$ cat src/rtl/ahb_decode_mux_if.sv
// AHB-Lite decode/mux bus bundle: master-side address/response plus the per-slave return paths.
interface ahb_decode_mux_if #(
  parameter int unsigned N_SLAVES = 3
);
  logic [31:0]            haddr;
  logic [1:0]             htrans;
  logic [N_SLAVES-1:0]    hsel;
  logic                   hready;
  logic [31:0]            hrdata;
  logic                   hresp;
  logic [N_SLAVES*32-1:0] s_hrdata;
  logic [N_SLAVES-1:0]    s_hreadyout;
  logic [N_SLAVES-1:0]    s_hresp;

  // Interconnect view
  modport slave (
    input  haddr, htrans, s_hrdata, s_hreadyout, s_hresp,
    output hsel, hready, hrdata, hresp
  );

  // Environment view: the bus master plus the slaves' return paths
  modport master (
    output haddr, htrans, s_hrdata, s_hreadyout, s_hresp,
    input  hsel, hready, hrdata, hresp
  );
endinterface

$ cat src/rtl/ahb_decode_mux.sv
// AHB-Lite single-master interconnect: address decode, data-phase response mux,
// built-in ERROR default slave and optional wait-state watchdog.
module ahb_decode_mux #(
  parameter int unsigned            N_SLAVES       = 3,
  parameter logic [N_SLAVES*32-1:0] SLAVE_BASE     = {N_SLAVES{32'h0}},
  parameter logic [N_SLAVES*32-1:0] SLAVE_SIZE     = {N_SLAVES{32'h800}},
  parameter int unsigned            TIMEOUT_CYCLES = 0
) (
  input  logic              clk,
  input  logic              rst_n,
  ahb_decode_mux_if.slave   bus,
  output logic              timeout_evt
);

  localparam int unsigned       SEL_W   = $clog2(N_SLAVES + 1);
  localparam logic [SEL_W-1:0]  DEF     = SEL_W'(N_SLAVES);
  localparam bit                WD_EN   = (TIMEOUT_CYCLES > 0);
  localparam int unsigned       CNT_W   = WD_EN ? $clog2(TIMEOUT_CYCLES + 1) : 1;
  localparam logic [CNT_W-1:0]  WD_MAX  = CNT_W'(TIMEOUT_CYCLES);
  localparam logic [CNT_W-1:0]  WD_LAST = CNT_W'(WD_EN ? TIMEOUT_CYCLES - 1 : 0);

  typedef enum logic [1:0] {D_IDLE, D_ERR1, D_ERR2} def_state_t;
  typedef enum logic [1:0] {T_IDLE, T_ERR1, T_ERR2} wd_state_t;

  def_state_t          d_state, d_next;
  wd_state_t           t_state, t_next;
  logic [SEL_W-1:0]    dsel;
  logic                dvalid;
  logic [CNT_W-1:0]    wcnt;

  logic [N_SLAVES-1:0] slave_hit;
  logic                hit;
  logic [SEL_W-1:0]    hit_idx;
  logic [N_SLAVES-1:0] hsel_c;
  logic [31:0]         sel_rdata;
  logic                sel_ready;
  logic                sel_resp;
  logic                hready_c;
  logic                hresp_c;
  logic [31:0]         hrdata_c;
  logic                wd_active_c;
  logic                wd_fire_c;
  logic                accept_unmapped_c;
  logic                unused_htrans0;

  assign unused_htrans0 = bus.htrans[0];

  // Per-slave region compare, widened to 33 bits so base+size never wraps
  for (genvar g = 0; g < int'(N_SLAVES); g++) begin : g_dec
    localparam logic [32:0] LO = {1'b0, SLAVE_BASE[g*32 +: 32]};
    localparam logic [32:0] HI = LO + {1'b0, SLAVE_SIZE[g*32 +: 32]};
    assign slave_hit[g] = ({1'b0, bus.haddr} >= LO) && ({1'b0, bus.haddr} < HI);
  end

  // Priority select: scanning downward lets the lowest overlapping index win
  always_comb begin
    hit     = 1'b0;
    hit_idx = DEF;
    hsel_c  = '0;
    for (int i = int'(N_SLAVES) - 1; i >= 0; i--) begin
      if (slave_hit[i]) begin
        hit       = 1'b1;
        hit_idx   = SEL_W'(i);
        hsel_c    = '0;
        hsel_c[i] = 1'b1;
      end
    end
  end

  // Return path of the current data-phase owner
  always_comb begin
    sel_rdata = '0;
    sel_ready = 1'b1;
    sel_resp  = 1'b0;
    for (int i = 0; i < int'(N_SLAVES); i++) begin
      if (dsel == SEL_W'(i)) begin
        sel_rdata = bus.s_hrdata[i*32 +: 32];
        sel_ready = bus.s_hreadyout[i];
        sel_resp  = bus.s_hresp[i];
      end
    end
  end

  assign wd_active_c = WD_EN && dvalid && (dsel != DEF);
  assign wd_fire_c   = wd_active_c && (t_state == T_IDLE) && !sel_ready && (wcnt == WD_LAST);

  // Response mux: default slave, watchdog override, or slave pass-through
  always_comb begin
    hready_c = 1'b1;
    hresp_c  = 1'b0;
    hrdata_c = '0;
    if (dsel == DEF) begin
      hready_c = (d_state != D_ERR1);
      hresp_c  = (d_state != D_IDLE);
    end else if (t_state == T_ERR1) begin
      hready_c = 1'b0;
      hresp_c  = 1'b1;
    end else if (t_state == T_ERR2) begin
      hresp_c  = 1'b1;
    end else begin
      hready_c = sel_ready;
      hresp_c  = sel_resp;
      hrdata_c = sel_rdata;
    end
  end

  assign accept_unmapped_c = hready_c && !hit && bus.htrans[1];

  // Next-state logic for the default slave and the watchdog
  always_comb begin
    d_next = d_state;
    t_next = t_state;
    case (d_state)
      D_IDLE:  if (accept_unmapped_c) d_next = D_ERR1;
      D_ERR1:  d_next = D_ERR2;
      D_ERR2:  d_next = accept_unmapped_c ? D_ERR1 : D_IDLE;
      default: d_next = D_IDLE;
    endcase
    case (t_state)
      T_IDLE:  if (wd_fire_c) t_next = T_ERR1;
      T_ERR1:  t_next = T_ERR2;
      T_ERR2:  t_next = T_IDLE;
      default: t_next = T_IDLE;
    endcase
  end

  always_ff @(posedge clk or negedge rst_n) begin
    if (!rst_n) begin
      d_state <= D_IDLE;
      t_state <= T_IDLE;
      dsel    <= DEF;
      dvalid  <= 1'b0;
      wcnt    <= '0;
    end else begin
      d_state <= d_next;
      t_state <= t_next;
      if (hready_c) begin
        dsel   <= hit_idx;
        dvalid <= bus.htrans[1];
        wcnt   <= '0;
      end else if (wd_active_c && !sel_ready && (wcnt != WD_MAX)) begin
        wcnt <= wcnt + CNT_W'(1);
      end
    end
  end

  assign bus.hsel     = hsel_c;
  assign bus.hready   = hready_c;
  assign bus.hresp    = hresp_c;
  assign bus.hrdata   = hrdata_c;
  assign timeout_evt  = wd_fire_c;

endmodule

$ cat src/flat_wrapper.sv
// flat-port wrapper written by rule: the top's interface ports become plain ports
module ahb_decode_mux_flat 
#(
  parameter int unsigned            N_SLAVES       = 3,
  parameter logic [N_SLAVES*32-1:0] SLAVE_BASE     = {N_SLAVES{32'h0}},
  parameter logic [N_SLAVES*32-1:0] SLAVE_SIZE     = {N_SLAVES{32'h800}},
  parameter int unsigned            TIMEOUT_CYCLES = 0
)
  (clk, rst_n, timeout_evt, bus_haddr, bus_htrans, bus_s_hrdata, bus_s_hreadyout, bus_s_hresp, bus_hsel, bus_hready, bus_hrdata, bus_hresp);
  ahb_decode_mux_if #(.N_SLAVES(N_SLAVES)) bus_i ();
  input  logic clk;
  input  logic rst_n;
  output logic timeout_evt;
  input wire logic [$bits(bus_i.haddr)-1:0] bus_haddr;
  input wire logic [$bits(bus_i.htrans)-1:0] bus_htrans;
  input wire logic [$bits(bus_i.s_hrdata)-1:0] bus_s_hrdata;
  input wire logic [$bits(bus_i.s_hreadyout)-1:0] bus_s_hreadyout;
  input wire logic [$bits(bus_i.s_hresp)-1:0] bus_s_hresp;
  output wire logic [$bits(bus_i.hsel)-1:0] bus_hsel;
  output wire logic [$bits(bus_i.hready)-1:0] bus_hready;
  output wire logic [$bits(bus_i.hrdata)-1:0] bus_hrdata;
  output wire logic [$bits(bus_i.hresp)-1:0] bus_hresp;
  assign bus_i.haddr = bus_haddr;
  assign bus_i.htrans = bus_htrans;
  assign bus_i.s_hrdata = bus_s_hrdata;
  assign bus_i.s_hreadyout = bus_s_hreadyout;
  assign bus_i.s_hresp = bus_s_hresp;
  assign bus_hsel = bus_i.hsel;
  assign bus_hready = bus_i.hready;
  assign bus_hrdata = bus_i.hrdata;
  assign bus_hresp = bus_i.hresp;
  ahb_decode_mux #(.N_SLAVES(N_SLAVES), .SLAVE_BASE(SLAVE_BASE), .SLAVE_SIZE(SLAVE_SIZE), .TIMEOUT_CYCLES(TIMEOUT_CYCLES)) u_core (.clk(clk), .rst_n(rst_n), .bus(bus_i), .timeout_evt(timeout_evt));
endmodule
$ cat config.mk
export PLATFORM = sky130hd
export DESIGN_NAME = ahb_decode_mux_flat
export DESIGN_NICKNAME = d
export VERILOG_FILES = /design/src/rtl/ahb_decode_mux_if.sv /design/src/rtl/ahb_decode_mux.sv /design/src/flat_wrapper.sv
export SDC_FILE = /design/constraint.sdc
export NUM_CORES = 1
export LEC_CHECK = 0
export CAP_MARGIN = 20
export CORE_MARGIN = 5
export CORE_UTILIZATION = 12
export DETAILED_ROUTE_END_ITERATION = 8
export PLACE_DENSITY = 0.91
export SKIP_LAST_GASP = 1
export SLEW_MARGIN = 40
export SYNTH_ARGS = -nofsm -noshare
export SYNTH_HDL_FRONTEND = slang
export SYNTH_SLANG_ARGS = --single-unit
$ cat constraint.sdc
create_clock -name clk -period 2.1 [get_ports clk]
set_input_delay 0.42 -clock clk [delete_from_list [all_inputs] [get_ports clk]]
set_output_delay 0.42 -clock clk [all_outputs]
set_load 0.005 [all_outputs]
* Word level (Yosys, flattened, before mapping) *
Cells that the tools add are included.

word-level totals
  output and inout port bits = 38
  bits in registers = 6

cells by class
  equal/unequal tests = 9
  multiplexer cells = 25
  order comparisons = 1
  reductions and logical operators = 7

operators by type and width
  kind                  number
  $mux 32               6
  $lt 32x12->1 const B  1
  $mux 1                15
  $eq 2x2->1 const B    4
  $eq 2x1->1 const B    3
  $logic_not 2->1       3
  $pmux 2 s3            1
  $mux 2                2
  $ne 2x1->1 const B    2
  $pmux 2 s2            1
  $logic_and 1x1->1     2
  $reduce_bool 2->1     1
  $logic_not 1->1       1

* Depth between registers and ports, before layout *
Gate-level depths: netlist of the first run.

  word-level depth = 11
  gate-level depth with buffers = 4

* Worst setup path before layout of the first run *
Ideal clock, no wire load.

  path kind = reg2out
  from = reg u_core.dsel[0]
  to = out bus_hrdata[13]
  path buffers = 2
  slack = 0.546 ns
  data required time = 1.680 ns
  arrival time = 1.134 ns
  stages on the path, launching flop included = 4
  cells stage by stage = dfstp_2 -> clkbuf_2 -> clkbuf_1 -> and2b_1

on the way
  word-level cells in the longest chain between the ends = 7
  elaborated cells between the ends (all ways) = 10
  those cells by class = eq/ne (3); mux (6); reduce/logical (1)

ends and longest elaborated chain
  item                      RTL line               text
  start: declaration        ahb_decode_mux.sv:27   logic [SEL_W-1:0] dsel;
  start signal: assignment  ahb_decode_mux.sv:138  dsel <= hit_idx;
  $logic_not 2->1           ahb_decode_mux.sv:76   if (dsel == SEL_W'(i)) begin
  $mux 32 (3 in series)     ahb_decode_mux.sv:76
  $mux 32                   ahb_decode_mux.sv:98   end else if (t_state == T_ERR2) begin
  $mux 32                   ahb_decode_mux.sv:95   end else if (t_state == T_ERR1) begin
  $mux 32 (*)               ahb_decode_mux.sv:92   if (dsel == DEF) begin
  end: declaration          flat_wrapper.sv:21     output wire logic [$bits(bus_i.hrdata)-1:0] bus_hrdata;

Every way passes the cells marked *; elsewhere a longest branch is shown, timed or not.

* Final worst setup path of the first run *
  from = reg u_core.dsel[0]
  to = out bus_hrdata[27]

The elaborated chain is that of the path after synthesis.

==> results of run 1 <==
## layer usage
metal	up-vias	track usage [%]	share of wire (%)
met2	64	15.0	49
met3	2	3.98	17
met5	-	0	0
met1	326	5.55	33
li1	383	-	-
met4	0	1.88	0.67
## worst max path at each step
stage                                           from             end  slack (ns)  cells past startpoint
after floorplan           u_core.dsel[0]$_DFFE_PN1N_  bus_hrdata[13]        0.55                      3
after global placement                 bus_haddr[22]     bus_hsel[0]       -0.26                      5
after detailed placement               bus_haddr[22]     bus_hsel[0]       -0.25                      5
after CTS                              bus_haddr[22]     bus_hsel[0]       0.003                      5
after global routing      u_core.dsel[0]$_DFFE_PN1N_   bus_hrdata[9]       -0.01                      4
final                     u_core.dsel[0]$_DFFE_PN1N_  bus_hrdata[27]        0.04                      4
## kinds of logic after synthesis
group                  count (synthesis)  share of synthesized area, %
AND/OR/NAND/NOR                       47                          68.2
AO/OA/AOI/OAI                          3                          5.03
other                                  1                         0.837
flip-flops                             3                          17.0
buffers and inverters                  7                          8.94
## critical path, cell delays in order (launching register included)
cell	delay [ns]
dfstp_2	0.61
buf_4	0.15
clkbuf_16	0.16
nor2b_1	0.05
clkdlybuf4s50_1	0.45
## power groups by stage
stage,Clock (mW),Sequential [mW],Combinational [mW]
finish,0.168,0.0631,0.131
global route,0.178,0.0635,0.139
CTS,0.172,0.0630,0.131
detailed placement,0,0.0636,0.131
global placement,0,0.0633,0.129
floorplan,0,0.0630,0.0210
## final cells by class
type	count	share of cell area, %
Timing Repair Buffer	98	65.4
Sequential cell	3	5.04
Multi-Input combinational cell	53	22.6
Clock buffer	4	2.97
Tap cell	48	3.96
## cells in the mapped netlist, drive strengths merged
cell type	number	area (um^2)
nor3	1	5.00
a211oi	1	12.5
a21oi	2	10.0
nor4b	1	8.76
and2b	7	52.6
dfstp	1	26.3
nor2	6	22.5
nand4	1	6.26
buf	4	27.5
clkbuf	3	12.5
nor4	4	43.8
dfrtp	2	50.1
nor2b	26	163
nand2	1	3.75
conb	1	3.75
## flip-flops by register name (all words and copies together) (netlist names)
name / cells
u_core.dsel: 1
u_core.d_state: 2
## stage by stage
| step | worst slack, ns | instance area, um^2 |
|---|---|---|
| 6_report | 0.0436 | 1520 |
| 5_1_grt | -0.0102 | 1520 |
| 4_1_cts | 0.00335 | 1480 |
| 3_5_place_dp | -0.246 | 1440 |
| 3_3_place_gp | -0.256 | 1440 |
| 2_1_floorplan | 0.546 | 455 |
## what timing repair did
item,4_1_cts,5_1_grt
resized for setup,1,3
gates cloned,0,1
pin swaps,2,3
buffers inserted,0,1
setup endpoints to repair,1,9
==> impl_results.rst, run 1 <==
.. list-table::
   :header-rows: 1

   * - Metric
     - Value
   * - Outcome
     - finished, final reports clean
   * - Cell chosen for the clock root
     - clkbuf_8
   * - Power Density
     - 239 mW/mm^2
   * - Clock sink total
     - 3
   * - Number of vias per cell
     - 3.76
   * - RSZ-0062 raised after global routing
     - yes
   * - Leakage power
     - 0.563 nW
   * - Post-layout total power
     - 0.362 mW
   * - Global placer's final weighted congestion
     - 0.711
   * - Routed wire length
     - 2.24 mm
   * - Maximum ir drop on the vdd rail
     - 0.344 mV
   * - Final count of hold timing violations
     - 0
   * - Top achievable clock speed
     - 0.486 GHz
   * - Synthesized instance count
     - 61
   * - Number of hold buffers added after CTS
     - 0
   * - Part of the power in the clock network
     - 46.4%
   * - Final Instance Count excl. Fillers
     - 206
   * - Terminus of the critical flop-to-flop path
     - u_core.d_state[0]$_DFFE_PN0P_
   * - Pin count of the biggest net entering global routing
     - 33
   * - Setup Viol. Count Final
     - 0
   * - Detailed router's first-iteration violation count
     - 2
   * - Number of antenna violations at the first check in global routing
     - 0
   * - Final max-slew violation count
     - 0
   * - H-tree depth
     - 1
   * - Number of cells after detailed placement
     - 200
   * - DP Wirelength
     - 1.91 mm
   * - Share of final-layout standard cells stronger than drive strength 1
     - 10.1%
   * - Drc violations
     - 0
   * - Worst-case hold slack
     - 0.387 ns
   * - Net Sw Frac
     - 17.2%
   * - Multi-input gate area in the final layout
     - 343 um^2
   * - Latest clock arrival within the worst-skew pair
     - 0.22 ns
   * - Combinational share of power
     - 36.2%
   * - Reg2Reg Depth
     - 2
   * - Residual overflow from global routing
     - 0
   * - Chip height
     - 71.1 um
   * - Arrival time of data at the critical path endpoint
     - 1.64 ns
   * - Critical register-to-register path startpoint
     - u_core.dsel[0]$_DFFE_PN1N_
   * - Final core utilization
     - 41.7%
   * - Startpoint type of the worst setup path
     - register
   * - Wire length of the first global-routing pass
     - 2.98 mm
   * - Count of TritonRoute iterations in the first routing pass
     - 2
   * - Count of standard-cell rows
     - 22
   * - Ports placed on the boundary
     - 176
   * - Sequential Power Share
     - 17.4%
   * - Worst setup path class
     - reg -> out
   * - Antenna Violating Nets Remaining
     - 0
   * - Diodes inserted
     - 0
   * - Synth unique cells
     - 18
   * - Nets
     - 297
   * - Most common cell after layout, fill and taps aside
     - clkdlybuf4s50_1
   * - Warning count from the yosys run
     - 0
   * - Internal reg-to-reg setup slack
     - 0.96 ns
   * - Per-cell routed wire length
     - 10.9 um
   * - Worst Setup End Kind
     - output port
   * - Area of the placeable core
     - 0.00363 mm^2
   * - Required time of the worst setup path
     - 1.68 ns
   * - Number of global-route vias before repair
     - 737
   * - Min Clock Period, post-route
     - 2.06 ns
   * - Cell area after synthesis
     - 448 um^2
   * - Post-CTS clock slew at the launch and capture registers of the worst setup and hold paths
     - 0.03 ns
   * - Area Growth Syn to Fin
     - 238%
   * - Worst-case clock skew
     - 0.00362 ns
   * - TritonCTS Buffers
     - 3
   * - Setup TNS
     - 0 ns
   * - Total routing resource utilization after global routing
     - 7.23%
   * - Die width
     - 71.1 um
   * - Final Cycle Share
     - 97.9%
   * - Number of register bits inferred by synthesis
     - 3
   * - Avg Synthesized Cell Area
     - 7.34 um^2
   * - I/O Buffers
     - 92
   * - FF/Latch Area
     - 76.3 um^2
   * - Pint
     - 0.300 mW
   * - Starting density of the core
     - 12.3%
   * - Commonest non-fill, non-tap cells in the layout
     - clkdlybuf4s50_1 (91), nor2b_1 (26), and2b_1 (7)
   * - CTS tree
     - built
   * - Total of max-cap violations
     - 0
   * - Die footprint
     - 0.00505 mm^2
   * - Largest fanout on the critical path
     - 16
   * - Worst min-delay path category
     - in -> async
   * - Via Count
     - 775
   * - Maximum buffer depth of the clock tree
     - 2
   * - Post-synthesis sequential area ratio
     - 17.0%
   * - Net switching power figure
     - 0.0623 mW
   * - Count of filler cells inserted in the layout
     - 368
Power figures use the tool's default switching activity.
==> run 2, diff against run 1 <==
--- a/config.mk
+++ b/config.mk
@@ -5,11 +5,13 @@
 export SDC_FILE = /design/constraint.sdc
 export NUM_CORES = 1
 export LEC_CHECK = 0
+export ABC_AREA = 1
 export CAP_MARGIN = 20
 export CORE_MARGIN = 5
-export CORE_UTILIZATION = 12
+export CORE_UTILIZATION = 14
 export DETAILED_ROUTE_END_ITERATION = 8
-export PLACE_DENSITY = 0.91
+export GPL_ROUTABILITY_DRIVEN = 0
+export PLACE_DENSITY = 0.93
 export SKIP_LAST_GASP = 1
 export SLEW_MARGIN = 40
 export SYNTH_ARGS = -nofsm -noshare
==> run 2 against run 1 <==
Net effect:
- final cell count up 22%
- non-clock buffer count fell by 2
- first-iteration DRC count rose to 3.0 times the previous value
- via count grew 18%
- flip-flop and latch count is the same
- routed wire length rose by 1.9%
- critical path type unchanged
- critical endpoint is now bus_hready
- sequential share of layout area is 0.090 points lower
- maximum frequency grew 5.3%
- register-to-register slack improved by 0.04 ns
- clock skew is 0.0035 ns lower
==> impl_results.rst, run 2 <==
.. list-table::
   :header-rows: 1

   * - Metric
     - Value
   * - Most common cell after layout, fill and taps aside
     - clkdlybuf4s50_1
   * - Final Instance Count excl. Fillers
     - 251
   * - Per-cell routed wire length
     - 9.08 um
   * - Setup TNS
     - 0 ns
   * - Starting density of the core
     - 14.4%
   * - Cell area after synthesis
     - 523 um^2
   * - Number of vias per cell
     - 3.63
   * - Worst Slack Setup Final
     - 0.147 ns
   * - Reg2Reg Depth
     - 6
   * - Design Area, Final
     - 0.00154 mm^2
   * - Required time of the worst setup path
     - 1.68 ns
   * - Leakage power
     - 0.746 nW
   * - Total of max-cap violations
     - 0
   * - Startpoint type of the worst setup path
     - register
   * - Share of final-layout standard cells stronger than drive strength 1
     - 7.88%
   * - Pin count of the biggest net entering global routing
     - 18
   * - DP Wirelength
     - 2.10 mm
   * - Largest fanout on the critical path
     - 5
   * - Synthesized instance count
     - 108
   * - Cell chosen for the clock root
     - clkbuf_8
   * - Number of antenna violations at the first check in global routing
     - 0
   * - Largest registers ranked by flip-flop count
     - u_core.d_state (2), u_core.dsel (1)
   * - Ordered cell list for the critical path
     - buf_4 -> o21ai_2 -> inv_2 -> clkdlybuf4s50_1
   * - Worst-case clock skew
     - 0.000111 ns
   * - Post-CTS clock slew at the launch and capture registers of the worst setup and hold paths
     - 0.03 ns
   * - Terminus of the critical flop-to-flop path
     - u_core.d_state[0]$_DFFE_PN0P_
   * - Routed wire length
     - 2.28 mm
   * - Worst setup path class
     - reg -> out
   * - I/O Buffers
     - 92
   * - Max FFs per register
     - 2
   * - Cell at the slowest stage of the critical path
     - dfstp_2
   * - Warning count from the yosys run
     - 0
   * - Post-synthesis sequential area ratio
     - 14.6%
   * - Critical register-to-register path startpoint
     - u_core.dsel[0]$_DFFE_PN1N_
   * - Internal reg-to-reg setup slack
     - 1.00 ns
   * - Number of register bits inferred by synthesis
     - 3
   * - Yosys top cell area share
     - 31.6%
   * - Number of global-route vias before repair
     - 870
   * - Die width
     - 71.1 um
   * - Final count of hold timing violations
     - 0
   * - Cell taking the most area after synthesis
     - nor2_1
   * - CP endpoint
     - bus_hready
   * - Avg Synthesized Cell Area
     - 4.84 um^2
   * - H-tree depth
     - 1
   * - Setup Viol. Count Final
     - 0
   * - Worst Setup End Kind
     - output port
   * - Detailed router's first-iteration violation count
     - 6
   * - Diodes inserted
     - 0
   * - Die footprint
     - 0.00506 mm^2
   * - Final Cycle Share
     - 93.0%
   * - Top achievable clock speed
     - 0.512 GHz
   * - Arrival time of data at the critical path endpoint
     - 1.53 ns
   * - Nets
     - 342
   * - Count of TritonRoute iterations in the first routing pass
     - 2
   * - Share of flip-flops with an asynchronous set or reset after synthesis
     - 100%
   * - Power Density
     - 580 mW/mm^2
   * - RSZ-0062 raised after global routing
     - no
   * - Most used standard cells in the synthesized netlist
     - nor2_1 (44), inv_1 (35), nand2_1 (7)
   * - Via Count
     - 911
   * - Number of enable-type register cells in the synthesized netlist
     - 0
   * - Ports placed on the boundary
     - 176
   * - Worst Setup SP
     - u_core.dsel[0]$_DFFE_PN1N_
   * - Main area contributors after synthesis
     - nor2_1 (32%), inv_1 (25%), dfrtp_1 (9.6%), buf_4 (5.7%), dfstp_2 (5.0%)
   * - Wire length of the first global-routing pass
     - 3.28 mm
   * - Final max-slew violation count
     - 0
   * - Area Growth Syn to Fin
     - 195%
   * - Count of standard-cell rows
     - 22
   * - Leading register cell type out of synthesis
     - dfrtp_1
   * - Synth unique cells
     - 17
   * - Maximum ir drop on the vdd rail
     - 0.421 mV
   * - Min Clock Period, post-route
     - 1.95 ns
   * - Maximum buffer depth of the clock tree
     - 2
   * - Total routing resource utilization after global routing
     - 7.90%
   * - TritonCTS Buffers
     - 3
   * - Commonest non-fill, non-tap cells in the layout
     - clkdlybuf4s50_1 (90), nor2_1 (44), inv_1 (35)
   * - Post-Place Cell Area
     - 0.00149 mm^2
   * - Number of cells after detailed placement
     - 246
   * - Worst min-delay path category
     - in -> async
   * - Worst setup slack after placement
     - -0.151 ns
   * - Largest stage delay on the critical path
     - 0.55 ns
   * - Most flops, register
     - u_core.d_state
   * - Area of the placeable core
     - 0.00363 mm^2
   * - Number of hold buffers added after CTS
     - 0
   * - Drc violations
     - 0
   * - Chip height
     - 71.1 um
   * - Clock sink total
     - 3
   * - Cell with the most instances after synthesis
     - nor2_1
   * - Antenna Violating Nets Remaining
     - 0
   * - Latest clock arrival within the worst-skew pair
     - 0.21 ns
   * - CTS tree
     - built
   * - Residual overflow from global routing
     - 0
   * - Outcome
     - finished, final reports clean
[run 2: changes by cell type after synthesis, sizes merged, moves of 2 or more]
cell,delta
and2b,-7
buf,+3
clkbuf,-3
inv,+36
nand2,+7
nand3,+2
nor2,+42
nor2b,-26
nor4,-4
[run 2: area by class of cell]
| type | count | area, um^2 |
|---|---|---|
| Inverter | 36 | 135 |
| Tap cell | 48 | 60.1 |
| Timing Repair Buffer | 96 | 952 |
| Clock buffer | 4 | 45.0 |
| Multi-Input combinational cell | 64 | 274 |
| Sequential cell | 3 | 76.3 |
| Fill cell | 359 | 2090 |
[run 2: where the power goes]
group	internal, mW	leakage [nW]	switching, mW
registers	0.0850	0.0364	0.0206
clock network	0.129	0.0228	0.0368
logic	0.398	0.687	0.224
total	0.613	0.746	0.282
[run 2: worst min-delay path by stage]
stage | startpoint | to
2_1_floorplan | rst_n | u_core.d_state[0]$_DFFE_PN0P_
3_3_place_gp | u_core.d_state[0]$_DFFE_PN0P_ | u_core.d_state[0]$_DFFE_PN0P_
3_5_place_dp | u_core.d_state[0]$_DFFE_PN0P_ | u_core.d_state[0]$_DFFE_PN0P_
4_1_cts | rst_n | u_core.d_state[0]$_DFFE_PN0P_
5_1_grt | rst_n | u_core.d_state[0]$_DFFE_PN0P_
6_report | rst_n | u_core.d_state[1]$_DFFE_PN0P_
[run 2: stage by stage]
stage | total power, mW | hold WS, ns | utilization [%]
final | 0.894 | 0.389 | 42.5
after global routing | 0.966 | 0.401 | 42.5
after CTS | 0.908 | 0.390 | 42.2
after detailed placement | 0.736 | 0.441 | 41.0
after global placement | 0.724 | 0.440 | 41.0
after floorplan | 0.333 | 0.124 | -
[run 2: timing repair]
| item | CTS | global route |
|---|---|---|
| setup endpoints to repair | 1 | 3 |
| pin swaps | 1 | 0 |
| gates resized for setup | 1 | 1 |
| setup buffers | 0 | 1 |
[run 2: cells by family (layout without fill, tap and decap cells)]
logic type	after synthesis	after routing	share of synthesized area (%)
AO/OA/AOI/OAI	2	2	2.63
buffers and inverters	43	136	34.4
flip-flops	3	3	14.6
other	1	3	0.717
AND/OR/NAND/NOR	59	59	47.6
[run 2: layer usage]
| layer | track usage [%] | routed length, um | up-vias |
|---|---|---|---|
| met1 | 6.46 | 729 | 372 |
| met5 | 0 | 0 | - |
| met3 | 3.41 | 370 | 6 |
| met2 | 15.9 | 1130 | 62 |
| met4 | 3.55 | 48 | 0 |
| li1 | - | - | 471 |
[run 2: critical path: cells and delay by family, from the launching register on]
family	cells	cell delay (ns)
AOI/OAI and AO/OA	1	0.06
DFF	1	0.55
buffers and inverters	3	0.71
